<file path="src/rtl/pio_tx_cpl_engine.sv">
// pio_tx_cpl_engine: completion transmit stage of the KC705 PIO endpoint.
// Takes one captured non-posted read, reads the memory-access block after a
// fixed latency and sends a 3DW-header completion as two 64-bit AXI-Stream beats.
// Optional feature macro: PIO_CPL_UR_EN. When it is defined, reads to the
// unmapped region (req_addr[13:12] == 2'b00) are answered with an Unsupported
// Request completion without data, and the memory read wait is skipped.
module pio_tx_cpl_engine #(
    parameter int TCQ    = 1,
    parameter int RD_LAT = 2
) (
    input  logic        clk,
    input  logic        sys_rst,
    input  logic        req_compl,
    input  logic [2:0]  req_tc,
    input  logic        req_td,
    input  logic        req_ep,
    input  logic [1:0]  req_attr,
    input  logic [15:0] req_rid,
    input  logic [7:0]  req_tag,
    input  logic [3:0]  req_be,
    input  logic [13:0] req_addr,
    input  logic [15:0] completer_id,
    output logic        compl_done,
    output logic [13:0] rd_addr,
    output logic [3:0]  rd_be,
    input  logic [31:0] rd_data,
    input  logic        s_axis_tx_tready,
    output logic        s_axis_tx_tvalid,
    output logic [63:0] s_axis_tx_tdata,
    output logic [7:0]  s_axis_tx_tkeep,
    output logic        s_axis_tx_tlast,
    output logic [3:0]  s_axis_tx_tuser
);

    // An out-of-range latency or a negative clock-to-out delay stops elaboration.
    generate
        if (RD_LAT < 1 || RD_LAT > 4 || TCQ < 0) begin : g_bad_param
            pio_tx_cpl_engine_illegal_parameter u_bad ();
        end
    endgenerate

    typedef enum logic [1:0] {IDLE, RD_WAIT, HDR, DATA} state_t;

    state_t      state;
    logic [2:0]  lat_cnt;
    logic [2:0]  tc_q;
    logic        td_q;
    logic        ep_q;
    logic [1:0]  attr_q;
    logic [15:0] rid_q;
    logic [7:0]  tag_q;
    logic [31:0] data_q;
    logic        ur_flag;

`ifdef PIO_CPL_UR_EN
    logic ur_q;
    logic req_ur;
    assign req_ur  = (req_addr[13:12] == 2'b00);
    assign ur_flag = ur_q;
`else
    assign ur_flag = 1'b0;
`endif

    assign s_axis_tx_tuser = 4'h0;

    // Number of enabled bytes spanned by the first-DW byte enables.
    function automatic logic [11:0] calc_byte_count(input logic [3:0] be);
        casez (be)
            4'b1??1:                   calc_byte_count = 12'd4;
            4'b01?1, 4'b1?10:          calc_byte_count = 12'd3;
            4'b0011, 4'b0110, 4'b1100: calc_byte_count = 12'd2;
            default:                   calc_byte_count = 12'd1;
        endcase
    endfunction

    // Byte address of the first enabled byte within the DW, low 7 bits.
    function automatic logic [6:0] calc_lower_addr(input logic [4:0] a, input logic [3:0] be);
        logic [1:0] lo2;
        if (be[0])      lo2 = 2'd0;
        else if (be[1]) lo2 = 2'd1;
        else if (be[2]) lo2 = 2'd2;
        else if (be[3]) lo2 = 2'd3;
        else            lo2 = 2'd0;
        calc_lower_addr = {a, lo2};
    endfunction

    // Header DW0: CplD (fmt 10, length 1) or Cpl without data (fmt 00, length 0).
    function automatic logic [31:0] make_dw0(input logic [2:0] tc, input logic td, input logic ep,
                                             input logic [1:0] attr, input logic ur);
        make_dw0 = {1'b0, (ur ? 2'b00 : 2'b10), 5'b01010, 1'b0, tc, 4'b0000,
                    td, ep, attr, 2'b00, (ur ? 10'd0 : 10'd1)};
    endfunction

    // Header DW1: completer ID, status (UR when flagged) and byte count.
    function automatic logic [31:0] make_dw1(input logic [15:0] cid, input logic ur, input logic [3:0] be);
        make_dw1 = {cid, (ur ? 3'b001 : 3'b000), 1'b0, calc_byte_count(be)};
    endfunction

    // Header DW2: requester ID, tag and lower address.
    function automatic logic [31:0] make_dw2(input logic [15:0] rid, input logic [7:0] tag,
                                             input logic [4:0] a, input logic [3:0] be);
        make_dw2 = {rid, tag, 1'b0, calc_lower_addr(a, be)};
    endfunction

    // Request capture, read-latency wait and two-beat TLP emission with registered outputs.
    always_ff @(posedge clk) begin
        if (sys_rst) begin
            state            <= IDLE;
            lat_cnt          <= '0;
            tc_q             <= '0;
            td_q             <= 1'b0;
            ep_q             <= 1'b0;
            attr_q           <= '0;
            rid_q            <= '0;
            tag_q            <= '0;
            data_q           <= '0;
            rd_addr          <= '0;
            rd_be            <= '0;
            compl_done       <= 1'b0;
            s_axis_tx_tvalid <= 1'b0;
            s_axis_tx_tdata  <= '0;
            s_axis_tx_tkeep  <= '0;
            s_axis_tx_tlast  <= 1'b0;
`ifdef PIO_CPL_UR_EN
            ur_q             <= 1'b0;
`endif
        end else begin
            compl_done <= 1'b0;
            case (state)
                IDLE: begin
                    if (req_compl) begin
                        tc_q    <= req_tc;
                        td_q    <= req_td;
                        ep_q    <= req_ep;
                        attr_q  <= req_attr;
                        rid_q   <= req_rid;
                        tag_q   <= req_tag;
                        rd_addr <= req_addr;
                        rd_be   <= req_be;
                        lat_cnt <= 3'(RD_LAT);
`ifdef PIO_CPL_UR_EN
                        ur_q    <= req_ur;
                        if (req_ur) begin
                            state            <= HDR;
                            s_axis_tx_tvalid <= 1'b1;
                            s_axis_tx_tdata  <= {make_dw1(completer_id, 1'b1, req_be),
                                                 make_dw0(req_tc, req_td, req_ep, req_attr, 1'b1)};
                            s_axis_tx_tkeep  <= 8'hFF;
                            s_axis_tx_tlast  <= 1'b0;
                        end else begin
                            state <= RD_WAIT;
                        end
`else
                        state   <= RD_WAIT;
`endif
                    end
                end
                RD_WAIT: begin
                    if (lat_cnt == 3'd0) begin
                        data_q           <= rd_data;
                        state            <= HDR;
                        s_axis_tx_tvalid <= 1'b1;
                        s_axis_tx_tdata  <= {make_dw1(completer_id, ur_flag, rd_be),
                                             make_dw0(tc_q, td_q, ep_q, attr_q, ur_flag)};
                        s_axis_tx_tkeep  <= 8'hFF;
                        s_axis_tx_tlast  <= 1'b0;
                    end else begin
                        lat_cnt <= lat_cnt - 3'd1;
                    end
                end
                HDR: begin
                    if (s_axis_tx_tready) begin
                        state           <= DATA;
                        s_axis_tx_tdata <= {(ur_flag ? 32'h0 : data_q),
                                            make_dw2(rid_q, tag_q, rd_addr[4:0], rd_be)};
                        s_axis_tx_tkeep <= ur_flag ? 8'h0F : 8'hFF;
                        s_axis_tx_tlast <= 1'b1;
                    end
                end
                DATA: begin
                    if (s_axis_tx_tready) begin
                        state            <= IDLE;
                        compl_done       <= 1'b1;
                        s_axis_tx_tvalid <= 1'b0;
                        s_axis_tx_tdata  <= '0;
                        s_axis_tx_tkeep  <= '0;
                        s_axis_tx_tlast  <= 1'b0;
                    end
                end
                default: state <= IDLE;
            endcase
        end
    end

endmodule

</file>
<file path="config.mk">
export PLATFORM = sky130hd
export DESIGN_NAME = pio_tx_cpl_engine
export DESIGN_NICKNAME = d
export VERILOG_FILES = /design/src/rtl/pio_tx_cpl_engine.sv
export SDC_FILE = /design/constraint.sdc
export NUM_CORES = 1
export LEC_CHECK = 0
export ABC_AREA = 0
export BUFFER_PORTS_ARGS = -buffer_cell sky130_fd_sc_hd__buf_2
export CORE_MARGIN = 2
export CORE_UTILIZATION = 30
export CTS_CLUSTER_DIAMETER = 200
export DETAILED_ROUTE_END_ITERATION = 12
export GPL_TIMING_DRIVEN = 0
export PLACE_DENSITY_LB_ADDON = 0.08
export RECOVER_POWER = 100
export REMOVE_ABC_BUFFERS = 1
export SLEW_MARGIN = 25
export SYNTH_ARGS = -nofsm -noshare
export SYNTH_HDL_FRONTEND = slang
export SYNTH_SLANG_ARGS = --single-unit
</file>
<file path="constraint.sdc">
create_clock -name clk -period 5.4 [get_ports clk]
set_clock_uncertainty 0.1 [all_clocks]
set_input_delay 0.81 -clock clk [delete_from_list [all_inputs] [get_ports clk]]
set_output_delay 0.81 -clock clk [all_outputs]
set_load 0.05 [all_outputs]
</file>
After elaboration in Yosys (flattened, before gate mapping)
Index checks and enable logic that the tools add are counted.
{"block": "word_totals", "output_inout_bits": 97, "inputBits": 101, "reg_bits": 161, "word_cells": 74}
{"block": "classes", "n_addsub": 1, "n_bitwise": 1, "eq_ne": 14, "mux": 28, "n_reduce_logical": 14}
{"cell": "$mux W64", "count": 3}
{"cell": "$pmux W64 S3", "count": 1}
{"cell": "$mux W8", "count": 3}
{"cell": "$pmux W8 S3", "count": 1}
{"cell": "$mux W2", "count": 8}
{"cell": "$ne A2 B2 Y1 const B", "count": 5}
{"cell": "$pmux W3 S3", "count": 1}
{"cell": "$pmux W2 S4", "count": 1}
{"cell": "$reduce_and A4 Y1", "count": 2}
{"cell": "$eq A2 B2 Y1 const B", "count": 3}
{"cell": "$mux W3", "count": 2}
{"cell": "$pmux W3 S2", "count": 1}
{"cell": "$reduce_and A3 Y1", "count": 2}
{"cell": "$mux W1", "count": 5}
{"cell": "$eq A4 B2 Y1 const B", "count": 1}
{"cell": "$eq A4 B3 Y1 const B", "count": 1}
{"cell": "$eq A4 B4 Y1 const B", "count": 1}
{"cell": "$reduce_and A2 Y1", "count": 2}
{"cell": "$reduce_bool A2 Y1", "count": 2}
{"cell": "$reduce_or A2 Y1", "count": 2}
{"cell": "$eq A3 B2 Y1 const B", "count": 1}
{"cell": "$eq A3 B3 Y1 const B", "count": 1}
{"cell": "$logic_not A3 Y1", "count": 1}
{"cell": "$pmux W1 S3", "count": 1}
{"cell": "other kinds (7)", "count": 7}

Longest topological paths before layout
Gate-level depths: netlist of the first run.
{"block": "depth", "word_depth": 6, "ltp_mapped": 9, "mapped_depth_nobuf": 7}

Least setup slack after synthesis of the first run
Ideal clock, no wire load.
{"block": "synth_timing", "path_type": "register to register", "startpoint": "register state[0]", "endpoint": "register s_axis_tx_tdata[13]", "n_path_buf": 3, "arrival_ps": 1825, "path_stages_with_launch": 10, "setup_time_ps": 138, "path_slack_ps": 3337, "synth_period_minus_slack_ps": 2063, "t_required_ps": 5162, "path_cell_list": "dfxtp_1 inv_1 ha_1 or2_1 buf_2 a211o_1 buf_2 buf_6 a211oi_2 nor3_2"}
{"block": "synth_between", "elab_chain_len": 3, "word_cells_on_any_way": 9, "cone_classes": "eq/ne: 6; mux: 1; reduce/logical: 2"}
{"item": "from (decl)", "line_no": "44", "rtl": "state_t state;"}
{"item": "from (signal assigned)", "line_no": "108", "rtl": "state <= IDLE;"}
{"item": "from (signal assigned)", "line_no": "154", "rtl": "state <= RD_WAIT;"}
{"item": "from (signal assigned)", "line_no": "161", "rtl": "state <= HDR;"}
{"item": "$eq A2 B2 Y1 or $eq A2 B1 Y1 (tied branches)", "line_no": "129", "rtl": "case (state)"}
{"item": "$ne A2 B2 Y1 (no source line) or $reduce_bool A3 Y1 (tied branches)"}
{"item": "$reduce_and A4 Y1 (no source line)"}
{"item": "to (signal assigned)", "line_no": "163", "rtl": "s_axis_tx_tdata <= {make_dw1(completer_id, ur_flag, rd_be),"}
{"item": "to (signal assigned)", "line_no": "174", "rtl": "s_axis_tx_tdata <= {(ur_flag ? 32'h0 : data_q),"}
{"item": "to (decl)", "line_no": "29", "rtl": "output logic [63:0] s_axis_tx_tdata,"}
Parallel ways exist; a longest one is shown, timed or not.
A chain may end at the register's enable or synchronous reset.

Worst setup path in the final report of the first run
{"block": "layout_timing", "startpoint": "register state[0]", "endpoint": "register s_axis_tx_tdata[11]"}
The elaborated chain is that of the path after synthesis.

==> impl_metrics.yaml, run 1 <==
run_status:
  outcome: "finished with violations"
  violations: "max-capacitance violations, max-slew violations"
sta:
  setup_violations: 0
  holdWs_ps: 347
  fmaxAchievable_ghz: 0.255
  drv_slew: 71
  fin_ws_ps: 1470
  hold_viol: 0
  worst_pin_slew_ps: 1760
  max-slew-margin-rel_pct: -17.3
  min_period_ps: 3930
  rsz0062_at_grt: "false"
  period_share_pct: 72.7
floorplanning:
  initial_core_util_pct: 30.3
  io_pins: 198
  die_y_um: 146
  fp.dieArea_mm2: 0.0214
  fp.dieW_um: 146
  coreArea_mm2: 0.0200
  core.rowCount: 52
logic_synthesis:
  synth-seq-cells: 153
  synth_fa_ha_area_share_pct: 1.44
  synthSimpleGateAreaFrac_pct: 22.9
  synth_cells: 731
  synth-main-ff-cell: "dfxtp_1"
  ys_seq_area_share_pct: 50.4
  syn_area_per_cell_um2: 8.32
  syn-cell-area_mm2: 0.00608
  synth_cell_types: 35
  synth_xor_area_share_pct: 0
  synth_area_leaders: "dfxtp_1 (50%), nand2_1 (13%), a21oi_1 (10%)"
  synth_compound_area_share_pct: 18.0
  async_flop_share_pct: 0
  synth_top_family_by_area: "simple AND/OR/NAND/NOR gates"
  synth_edf_count: 0
  yosys.area.top_type_share_pct: 50.4
  synth_warnings: 0
  muxShareOfSynthArea_pct: 0.494
  synth_area_leader_cell: "dfxtp_1"
finish:
  synthToLayoutAreaGrowth_pct: 25.5
  final_cell_mix: "nand2_1 (206), dfxtp_1 (153), a21oi_1 (121)"
  seq_area_mm2: 0.00306
  nNetsFinal: 994
  layout_commonest_cell: "nand2_1"
  drive_gt1_share_pct: 17.6
  multiInputGateArea_mm2: 0.00252
  utilization_pct: 38.1
  final.fill_count: 2200
critical_path:
  setup.worst_path.end_class: "register"
  arrival_ps: 4170
  cp.required_ps: 5640
  crit_fanout: 39
  start_kind: "register"
  crit_type: "register to register"
placed_design:
  dp_hpwl_um: 11200
  globalplace.congestion: 0.720
  portBuffers: 192
  dp_slack_ps: 2190
power:
  p_leak_uw: 0.00281
  p_per_area_mw_per_mm2: 662
  vdd_ir_drop_max_mv: 0.265
  power_uw: 5050
global_routing:
  grt_pass1_vias: 5710
  grt_pass1_wl_um: 29000
  antenna_found_initial: 2
  grt_start_max_net_pins: 87
  grt_usage_pct: 16.8
  grt_remaining_overflow: 0
clock_network:
  postCtsResizedCells: 0
  clockBufferDepth: 2
  cts_hold_buffers: 0
  cts_tree: "done"
  post_cts_buffers: 0
  cts_max_level: 4
  clock-sinks: 153
  root_buffer: "clkbuf_16"
  numCtsBuffers: 17
  clk_latency_ps: 420
  path_clk_slew_ps: 70
routing:
  totalWireLength_um: 17700
  vias: 5506
  wl_per_cell_um: 15.1
  drc: 0
  vias_per_cell: 4.71
  antenna_left: 0
  first_pass_iters: 4
  drt_iter0_drc: 207
run:
  drv_cap: 2
min_path:
  worstHoldPathType: "register to register"
cell families (layout without fill, tap and decap cells):
group                    Yosys count  in the layout
multiplexers                       3              3
flip-flops                       153            153
AO/OA/AOI/OAI                    164            164
AND/OR/NAND/NOR                  322            322
adder cells (fa/ha/maj)            7              7
other                              1              6
buffers and inverters             81            245
metrics by stage:
| stage | std cells | area, um^2 | setup TNS [ps] |
|---|---|---|---|
| after floorplan | 663 | 5720 | 0 |
| after global placement | 1125 | 7010 | -129720 |
| after detailed placement | 1137 | 7300 | 0 |
| after CTS | 1169 | 7920 | 0 |
| after global routing | 1169 | 7630 | 0 |
| final | 1170 | 7630 | 0 |
worst max-delay path, stage by stage, from the launching register on:
cell	delay, ps
dfxtp_1	360
inv_1	100
ha_1	810
buf_16	460
or2_0	410
a211oi_4	700
buf_8	250
buf_8	170
buf_6	160
nand3_1	80
a21oi_1	220
flip-flops by register name, indices dropped and copies added, names as in the netlist, 3 cells and up:
register and cells:
s_axis_tx_tdata 63, rid_q 16, rd_addr 14, rd_be 4
tc_q 3, tag_q 8, lat_cnt 3, data_q 32
per-layer routing:
metal | track usage, % | vias to the layer above | routed length, um
met5 | 0 | - | 0
li1 | - | 2749 | -
met2 | 27.8 | 161 | 8070
met1 | 20.8 | 2575 | 8250
met4 | 5.39 | 0 | 287
met3 | 5.25 | 21 | 1100
synthesized netlist by cell type (2+ instances only):
| master | n |
|---|---|
| nor2_1 | 33 |
| nor3_1 | 17 |
| dfxtp_1 | 153 |
| nand3_1 | 36 |
| a21oi_1 | 121 |
| o21ai_0 | 4 |
| nor3_2 | 8 |
| nand2b_1 | 4 |
| mux2i_1 | 3 |
| and2_1 | 3 |
| ha_1 | 7 |
| buf_2 | 11 |
| a211oi_2 | 8 |
| clkbuf_1 | 40 |
| nand2_1 | 207 |
| buf_1 | 2 |
| buf_6 | 6 |
| buf_4 | 13 |
| nor3b_1 | 8 |
| a211oi_1 | 7 |
| inv_1 | 9 |
| nor2b_1 | 2 |
| o211ai_1 | 2 |
| a221oi_2 | 16 |
worst paths after layout:
check | slack [ps] | to | cells past startpoint | startpoint
worst max-delay path | 1470 | s_axis_tx_tdata[11]$_SDFFE_PP0P_ | 10 | state[0]$_SDFFE_PP0P_
worst min-delay path | 350 | s_axis_tx_tdata[8]$_SDFFE_PP0P_ | 2 | s_axis_tx_tdata[8]$_SDFFE_PP0P_
worst max register to register | 1470 | s_axis_tx_tdata[11]$_SDFFE_PP0P_ | 10 | state[0]$_SDFFE_PP0P_
worst min register to register | 350 | s_axis_tx_tdata[8]$_SDFFE_PP0P_ | 2 | s_axis_tx_tdata[8]$_SDFFE_PP0P_
area by class of cell:
cell class / instances / share of cell area, %
Sequential cell: 153 / 40.1
Multi-Input combinational cell: 501 / 33.1
Timing Repair Buffer: 204 / 13.8
Clock buffer: 20 / 5.98
Tap cell: 270 / 4.43
Clock inverter: 12 / 2.15
Inverter: 9 / 0.443
Antenna cell: 1 / 0.0328
where the power goes:
group          total, uW  switching, uW  leakage (uW)  internal (uW)
combinational       2250           1660       0.00127            586
sequential          1540            149       0.00125           1400
clock               1260            497      0.000290            759
total               5050           2310       0.00281           2740
Power figures use the tool's default switching activity.
==> inputs of run 2 (changes only) <==
==> constraint.sdc (replaced) <==
create_clock -name clk -period 3.9 [get_ports clk]
set_clock_uncertainty 0.1 [all_clocks]
set_input_delay 0.585 -clock clk [delete_from_list [all_inputs] [get_ports clk]]
set_output_delay 0.585 -clock clk [all_outputs]
set_load 0.05 [all_outputs]
==> run 2 against run 1 <==
The run still ends with max-capacitance violations, max-slew violations left. First-iteration DRC count shrank 1.9%. Worst hold slack got worse by 52 ps. Register-to-register slack lost 870 ps. Global-route usage did not move. Critical endpoint is now s_axis_tx_tdata[16]$_SDFFE_PP0P_. Final cell count unchanged.
==> impl_metrics.yaml, run 2 (same netlist as run 1, synthesis figures left out) <==
floorplanning:
  initial_core_util_pct: 30.3
  io_pins: 198
  coreArea_mm2: 0.0200
  core.rowCount: 52
  die_y_um: 146
  fp.dieW_um: 146
  fp.dieArea_mm2: 0.0214
clock_network:
  path_clk_slew_ps: 70
  clk_latency_ps: 420
  clockBufferDepth: 2
  postCtsResizedCells: 0
  cts_tree: "done"
  clock-sinks: 153
  root_buffer: "clkbuf_16"
  cts_hold_buffers: 0
  post_cts_buffers: 0
  numCtsBuffers: 17
  cts_max_level: 4
critical_path:
  arrival_ps: 3540
  slowest_stage: "a211oi_4"
  path_buf_inv: 4
  path_delay_family: "buffers and inverters"
  r2r-start: "state[0]$_SDFFE_PP0P_"
  setup.worst_path.end_class: "register"
  crit_fanout: 39
  cp.required_ps: 4140
  worstPathCellList: "inv_1, ha_4, buf_16, or2_0, a211oi_4, buf_6, clkbuf_2, nand3_1, a21oi_1"
  crit_type: "register to register"
  crit_start: "state[0]$_SDFFE_PP0P_"
  start_kind: "register"
  cp_slowest_stage_delay_ps: 700
finish:
  largest_reg_flops: 63
  seq_area_mm2: 0.00306
  reg.largest.list: "s_axis_tx_tdata: 63 flops, data_q: 32 flops, rid_q: 16 flops"
  nNetsFinal: 994
  multiInputGateArea_mm2: 0.00257
  final.fill_count: 2193
  synthToLayoutAreaGrowth_pct: 26.3
  utilization_pct: 38.3
  final_cell_mix: "nand2_1 (206), dfxtp_1 (153), a21oi_1 (121)"
  layout_commonest_cell: "nand2_1"
  drive_gt1_share_pct: 18.5
  regMostFlops: "s_axis_tx_tdata"
sta:
  min_period_ps: 3290
  max-slew-margin-rel_pct: -5.13
  rsz0062_at_grt: "false"
  hold_viol: 0
  setup_violations: 0
  fmaxAchievable_ghz: 0.304
  drv_slew: 32
  period_share_pct: 84.5
  worst_pin_slew_ps: 1580
min_path:
  hold_start: "req_be[0]"
  worstHoldPathType: "primary input to register"
run_status:
  outcome: "finished with violations"
  violations: "max-capacitance violations, max-slew violations"
routing:
  drt_iter0_drc: 203
  totalWireLength_um: 17700
  first_pass_iters: 4
  vias: 5534
  wl_per_cell_um: 15.1
  antenna_left: 0
  vias_per_cell: 4.73
  drc: 0
power:
  swShare_pct: 45.9
  p_comb_share_pct: 44.8
  p_clk_share_pct: 24.7
  power_frac_seq_pct: 30.5
  p_int_uw: 3800
  p_per_area_mw_per_mm2: 915
  power_uw: 7030
  p_leak_uw: 0.00282
  switchingPower_uw: 3220
  vdd_ir_drop_max_mv: 0.374
placed_design:
  portBuffers: 192
  dp_hpwl_um: 11200
  globalplace.congestion: 0.720
global_routing:
  grt_pass1_vias: 5710
  grt_remaining_overflow: 0
  grt_pass1_wl_um: 29000
  antenna_found_initial: 2
  grt_start_max_net_pins: 87
  grt_usage_pct: 16.8
run:
  drv_cap: 1
run 2: cell count changes in the layout (fill, tap and decap cells not counted):
cell,delta
buf_12,-1
a2111oi_0,-1
ha_1,-1
clkbuf_4,+1
buf_6,-1
buf_16,+1
a2111oi_2,+1
a211oi_2,+5
a211oi_1,-5
clkbuf_2,+1
ha_4,+1
clkbuf_1,-1
run 2: per-layer routing:
layer | GRT usage (%) | share of wire, %
met2 | 27.8 | 46
met1 | 20.8 | 46
met4 | 5.39 | 1.6
met3 | 5.25 | 5.9
met5 | 0 | 0
run 2: layout make-up:
class                           instances  area share (%)
Antenna cell                            1          0.0326
Multi-Input combinational cell        501            33.4
Sequential cell                       153            39.9
Tap cell                              270            4.40
Inverter                                9           0.440
Clock inverter                         12            2.13
Clock buffer                           20            5.95
Timing Repair Buffer                  204            13.7
run 2: worst register-to-register path: stages (launching register included):
cell and delay, ps:
dfxtp_1 360, inv_1 120, ha_4 350, buf_16 270
or2_0 410, a211oi_4 700, buf_6 240, clkbuf_2 340
nand3_1 140, a21oi_1 180
run 2: power groups by stage:
stage                     combinational, uW  sequential [uW]  clock (uW)
final                                  3140             2140        1740
after global routing                   3420             2200        1870
after global placement                 3040             2150           0
after detailed placement               3390             2180           0
after floorplan                        1390             2980           0
after CTS                              3400             2150        1790
run 2: metrics by stage:
stage	hold WS [ps]	setup WS (ps)	cell area, um^2	cells	TNS (ps)
2_1_floorplan	325	-703	5720	663	-39210
3_3_place_gp	334	-3780	7010	1125	-228440
3_5_place_dp	340	687	7300	1137	0
4_1_cts	280	658	7920	1169	0
5_1_grt	285	306	7680	1169	0
6_report	295	606	7680	1170	0
run 2: final timing paths:
path                                                          to  slack (ps)  cells past startpoint
worst max-delay path            s_axis_tx_tdata[16]$_SDFFE_PP0P_         610                      9
worst min-delay path                       rd_be[0]$_SDFFE_PP0P_         300                      3
worst max register to register  s_axis_tx_tdata[16]$_SDFFE_PP0P_         610                      9
worst min register to register   s_axis_tx_tdata[8]$_SDFFE_PP0P_         350                      2
